$ cat config.mk
export PLATFORM = sky130hd
export DESIGN_NAME = comp_seq
export DESIGN_NICKNAME = d
export VERILOG_FILES = /design/src/rtl/comp_seq.sv
export SDC_FILE = /design/constraint.sdc
export NUM_CORES = 1
export LEC_CHECK = 0
export CORE_MARGIN = 5
export CORE_UTILIZATION = 52
export DETAILED_ROUTE_END_ITERATION = 12
export GPL_TIMING_DRIVEN = 0
export PLACE_DENSITY_LB_ADDON = 0.2
export SYNTH_ARGS = -nofsm -noshare
export SYNTH_HDL_FRONTEND = slang
export SYNTH_SLANG_ARGS = --single-unit
$ cat constraint.sdc
create_clock -name clk -period 2.2 [get_ports clk]
set_input_delay 0.55 -clock clk [delete_from_list [all_inputs] [get_ports clk]]
set_output_delay 0.55 -clock clk [all_outputs]
set_load 0.02 [all_outputs]
$ cat src/rtl/comp_seq.sv
// Fetch/execute sequencer: fetches 16-bit instructions over a valid-handshake port
// and runs a small 8-bit accumulator ISA, publishing results on out/out_valid.
module comp_seq #(
  parameter int unsigned ADDR_W   = 5,
  parameter int unsigned START_PC = 0,
  parameter int unsigned MAX_WAIT = 15
) (
  input  logic              clk,
  input  logic              rst,
  input  logic              start,
  output logic              mem_req,
  output logic [ADDR_W-1:0] mem_addr,
  input  logic              mem_rvalid,
  input  logic [15:0]       mem_rdata,
  output logic [15:0]       out,
  output logic              out_valid,
  output logic              busy,
  output logic              halted,
  output logic              err,
  output logic [ADDR_W-1:0] pc
);

  localparam int unsigned WAIT_W = (MAX_WAIT > 1) ? $clog2(MAX_WAIT) : 1;
  localparam logic [WAIT_W-1:0] WAIT_LAST = WAIT_W'(MAX_WAIT - 1);
  localparam logic [ADDR_W-1:0] PC_INIT   = ADDR_W'(START_PC);

  typedef enum logic [1:0] {
    IDLE,
    FETCH,
    EXEC,
    HALT
  } state_t;

  typedef enum logic [7:0] {
    OP_NOP  = 8'h00,
    OP_OUTI = 8'h01,
    OP_LDI  = 8'h02,
    OP_ADDI = 8'h03,
    OP_OUTA = 8'h04,
    OP_JMP  = 8'h05,
    OP_JZ   = 8'h06,
    OP_HALT = 8'hFF
  } op_t;

  state_t              state;
  state_t              next_state;
  logic [15:0]         ir;
  logic [7:0]          acc;
  logic [WAIT_W-1:0]   wait_cnt;
  logic [7:0]          op;
  logic [7:0]          imm;

  assign op  = ir[15:8];
  assign imm = ir[7:0];

  always_ff @(posedge clk) begin
    if (rst) state <= IDLE;
    else     state <= next_state;
  end

  always_comb begin
    next_state = state;
    unique case (state)
      IDLE, HALT: if (start) next_state = FETCH;
      FETCH: begin
        if (mem_rvalid)                next_state = EXEC;
        else if (wait_cnt == WAIT_LAST) next_state = HALT;
      end
      EXEC: begin
        case (op)
          OP_NOP, OP_OUTI, OP_LDI, OP_ADDI,
          OP_OUTA, OP_JMP, OP_JZ:      next_state = FETCH;
          default:                     next_state = HALT;
        endcase
      end
    endcase
  end

  always_comb begin
    mem_req  = (state == FETCH);
    mem_addr = pc;
    busy     = (state == FETCH) || (state == EXEC);
    halted   = (state == HALT);
  end

  // The wait counter is cleared on every path into FETCH, so each fetch
  // gets its own full MAX_WAIT budget.
  always_ff @(posedge clk) begin
    if (rst) begin
      pc        <= PC_INIT;
      acc       <= '0;
      ir        <= '0;
      out       <= '0;
      out_valid <= 1'b0;
      err       <= 1'b0;
      wait_cnt  <= '0;
    end else begin
      out_valid <= 1'b0;
      case (state)
        IDLE, HALT: begin
          if (start) begin
            pc       <= PC_INIT;
            acc      <= '0;
            err      <= 1'b0;
            wait_cnt <= '0;
          end
        end
        FETCH: begin
          if (mem_rvalid) begin
            ir       <= mem_rdata;
            wait_cnt <= '0;
          end else if (wait_cnt == WAIT_LAST) begin
            err <= 1'b1;
          end else begin
            wait_cnt <= wait_cnt + WAIT_W'(1);
          end
        end
        EXEC: begin
          wait_cnt <= '0;
          case (op)
            OP_NOP:  pc <= pc + ADDR_W'(1);
            OP_OUTI: begin
              out       <= {8'd0, imm};
              out_valid <= 1'b1;
              pc        <= pc + ADDR_W'(1);
            end
            OP_LDI: begin
              acc <= imm;
              pc  <= pc + ADDR_W'(1);
            end
            OP_ADDI: begin
              acc <= acc + imm;
              pc  <= pc + ADDR_W'(1);
            end
            OP_OUTA: begin
              out       <= {8'd0, acc};
              out_valid <= 1'b1;
              pc        <= pc + ADDR_W'(1);
            end
            OP_JMP:  pc <= imm[ADDR_W-1:0];
            OP_JZ:   pc <= (acc == 8'd0) ? imm[ADDR_W-1:0] : pc + ADDR_W'(1);
            OP_HALT: ;
            default: err <= 1'b1;
          endcase
        end
        default: ;
      endcase
    end
  end

endmodule

==> impl_metrics.csv <==
group,metric,value,unit
status,outcome,"complete, no violations",
drt,drt-total-wl,5920,um
power,leakage,0.00122,uW
floorplan,dieArea,6500,sq um
setup_path,path_cells,"inv_1, ha_1, nor2b_1, buf_2, nor2_2, a21boi_4, nor4bb_1, a41oi_1, a21oi_1",
setup_path,crit_family,"simple AND/OR/NAND/NOR gates",
setup_path,worstPathRequired,2.44,ns
cells_and_area,final_cell_area,3230,sq um
setup_path,crit_type,"reg -> reg",
timing,period_needed,2.08,ns
setup_path,crit_path_end_kind,"flip-flop",
floorplan,ios,51,
synth,synthesis.area,2590,sq um
placed_design,port_buffers,42,
setup_path,start_kind,"flip-flop",
global_route,grt_max_degree,14,
drt,wl_per_cell,13.6,um
floorplan,die_w,80.6,um
clock_network,clk_pin_slew,0.09,ns
min_path,worstHoldPathType,"reg -> reg",
placed_design,hpwl,4420,um
clock_network,numCtsBuffers,5,
setup_path,worst-path-max-fanout,8,
timing,hold_viol,0,
drt,vias_per_cell,5.29,
cells_and_area,syn_to_final_growth,24.7,%
cells_and_area,n_fill_cell,430,
synth,yosys_warnings,0,
setup_path,reg2reg_depth,9,
drt,dr.pass1.iters,4,
global_route,grt_pass1_vias,2055,
synth,synth_edf_count,0,
floorplan,core,4790,sq um
setup_path,slowest_stage,"dfxtp_1",
synth,ys_types,50,
global_route,track_usage,19.2,%
setup_path,max_stage_delay,0.39,ns
cells_and_area,antenna_cells,0,
clock_network,cts.sinks,45,
power,p_per_area,714,nW/um^2
timing,fin_ws,0.120,ns
synth,ys_seq_area_share,34.7,%
timing,final_max_slew_viol_count,0,
synth,ys.flop_type,"dfxtp_1",
floorplan,die_h,80.6,um
clock_network,cts_tree,"built",
drt,drtIter0Drc,106,
drt,vias,2300,
drt,ant_nets,0,
timing,fin_crit_sh,94.6,%
setup_path,cp.buffers_inverters,2,
timing,finClkSkew,0.00819,ns
floorplan,initial_core_util,54.2,%
global_route,grt_pass1_wl,9720,um
clock_network,cts_buffer_depth,2,
min_path,hold_path_depth,2,
timing,slew_headroom,57.7,%
global_route,overflow,0,
job,cap_viol_max_count,0,
placed_design,place_ws,-0.164,ns
placed_design,place_area,3120,sq um
timing,worst_slew_pin_slew,0.635,ns
placed_design,gp_congestion,0.853,
setup_path,worst_ep_arrival_time,2.32,ns
floorplan,rows,25,
cells_and_area,drive_gt1_share,13.0,%
global_route,antenna_found_initial,0,
synth,async_reset_ff_share,0,%
synth,avgSynthCellArea,8.36,sq um
timing,rsz0062_at_grt,"false",
synth,synth_cells,310,
timing,setup_violations,0,
clock_network,clkLatencyLatePin,0.30,ns
power,ir_worst_vdd,468,uV
clock_network,root_buffer,"clkbuf_8",
clock_network,htree_num_levels,2,
cells_and_area,num-nets-final,401,
synth,synth_seq_cells,45,
timing,fmax,481,MHz
setup_path,cp_num_cells,9,
drt,drc,0,
[power breakdown]
group / total [uW] / switching, uW / internal (uW) / leakage, uW
Combinational: 843 / 498 / 345 / 0.000807
Sequential: 958 / 73.9 / 884 / 0.000365
Clock: 508 / 287 / 221 / 0.0000450
[worst min-delay path, stage by stage (launching register included)]
cell and delay [ns]:
dfxtp_1 0.33, nand2_1 0.06, a21oi_1 0.06
[stage by stage]
step / TNS, ns / power (uW) / utilization (%) / hold slack (ns) / cells
global route: 0 / 2470 / 67.6 / 0.524 / 435
global placement: -1.72 / 1790 / 65.3 / 0.463 / 426
finish: 0 / 2310 / 67.6 / 0.490 / 435
detailed placement: -1.70 / 1810 / 65.3 / 0.481 / 426
floorplan: 0 / 1560 / - / 0.445 / 317
CTS: 0 / 2300 / 66.9 / 0.493 / 434
[cells in the mapped netlist (6+ instances only)]
library cell  count  area share, %
nor2_1           24            3.5
o21ai_0          15            2.9
ha_1             13            6.3
a211oi_2          8            3.9
dfxtp_1          45             35
a21oi_1          36            6.9
nand2_1          42            6.1
nand3_1           7            1.4
inv_1             8            1.2
clkbuf_1          6           0.87
buf_4            13            3.8
mux2i_1          13            5.0
[placed cells by master, fill, tap and decap left out, types with 9 or more instances in the layout]
cell type / n
mux2i_1: 13
buf_4: 14
dfxtp_1: 44
nand2_1: 42
a211oi_2: 9
o21ai_0: 15
nor2_1: 23
clkdlybuf4s50_1: 40
ha_1: 13
a21oi_1: 36
[cells by family (layout without fill, tap and decap cells)]
kind of cell	after synthesis	in the layout	share of synthesized area [%]
muxes	13	13	5.02
DFF	45	45	34.7
adders and majority gates	14	14	7.05
and+or+nand+nor	111	111	22.1
other	1	8	0.145
xor gates and xnor gates	6	6	2.03
buffers and inverters	35	86	7.63
AOI/OAI and AO/OA	85	85	21.3
[routing by layer]
| metal | part of all wire, % | global-route usage, % | up-vias | routed length, um |
|---|---|---|---|---|
| li1 | - | - | 1187 | - |
| met1 | 47 | 25.9 | 1051 | 2810 |
| met2 | 46 | 30.5 | 55 | 2700 |
| met3 | 5.2 | 3.70 | 7 | 308 |
| met4 | 1.6 | 6.76 | 0 | 96 |
| met5 | 0 | 0 | - | 0 |
[final timing paths]
kind | startpoint | to | slack, ns
worst max-delay path | state[0]$_SDFFE_PP0P_ | mem_addr[0]$_SDFFE_PP0P_ | 0.12
worst min-delay path | ir[14]$_SDFFE_PP0P_ | ir[14]$_SDFFE_PP0P_ | 0.49
worst max register to register | state[0]$_SDFFE_PP0P_ | mem_addr[0]$_SDFFE_PP0P_ | 0.12
worst min register to register | ir[14]$_SDFFE_PP0P_ | ir[14]$_SDFFE_PP0P_ | 0.49
[registers in the layout, indices dropped and copies added (netlist names)]
name       cells
ir            16
wait_cnt       4
acc            8
err            1
out_valid      1
state          2
out            8
mem_addr       5
[final cells by class]
type	instances	area, sq um	area share (%)
buffer	27	168	5.19
inverter	8	30.0	0.929
clock buffer	6	72.6	2.24
sequential	45	902	27.9
clock inverter	2	10.0	0.310
tap	67	83.8	2.59
timing repair buffer	43	425	13.2
multi-input combinational	237	1540	47.7
[timing repair]
| action | in CTS | in global routing |
|---|---|---|
| gates resized for setup | 2 | 6 |
| buffers inserted | 0 | 1 |
| endpoints found under the setup margin | 2 | 5 |
| hold endpoints to repair | 0 | 0 |
| hold buffers | 0 | 0 |
| pin swaps | 0 | 1 |
(Power assumes the default switching activity.)
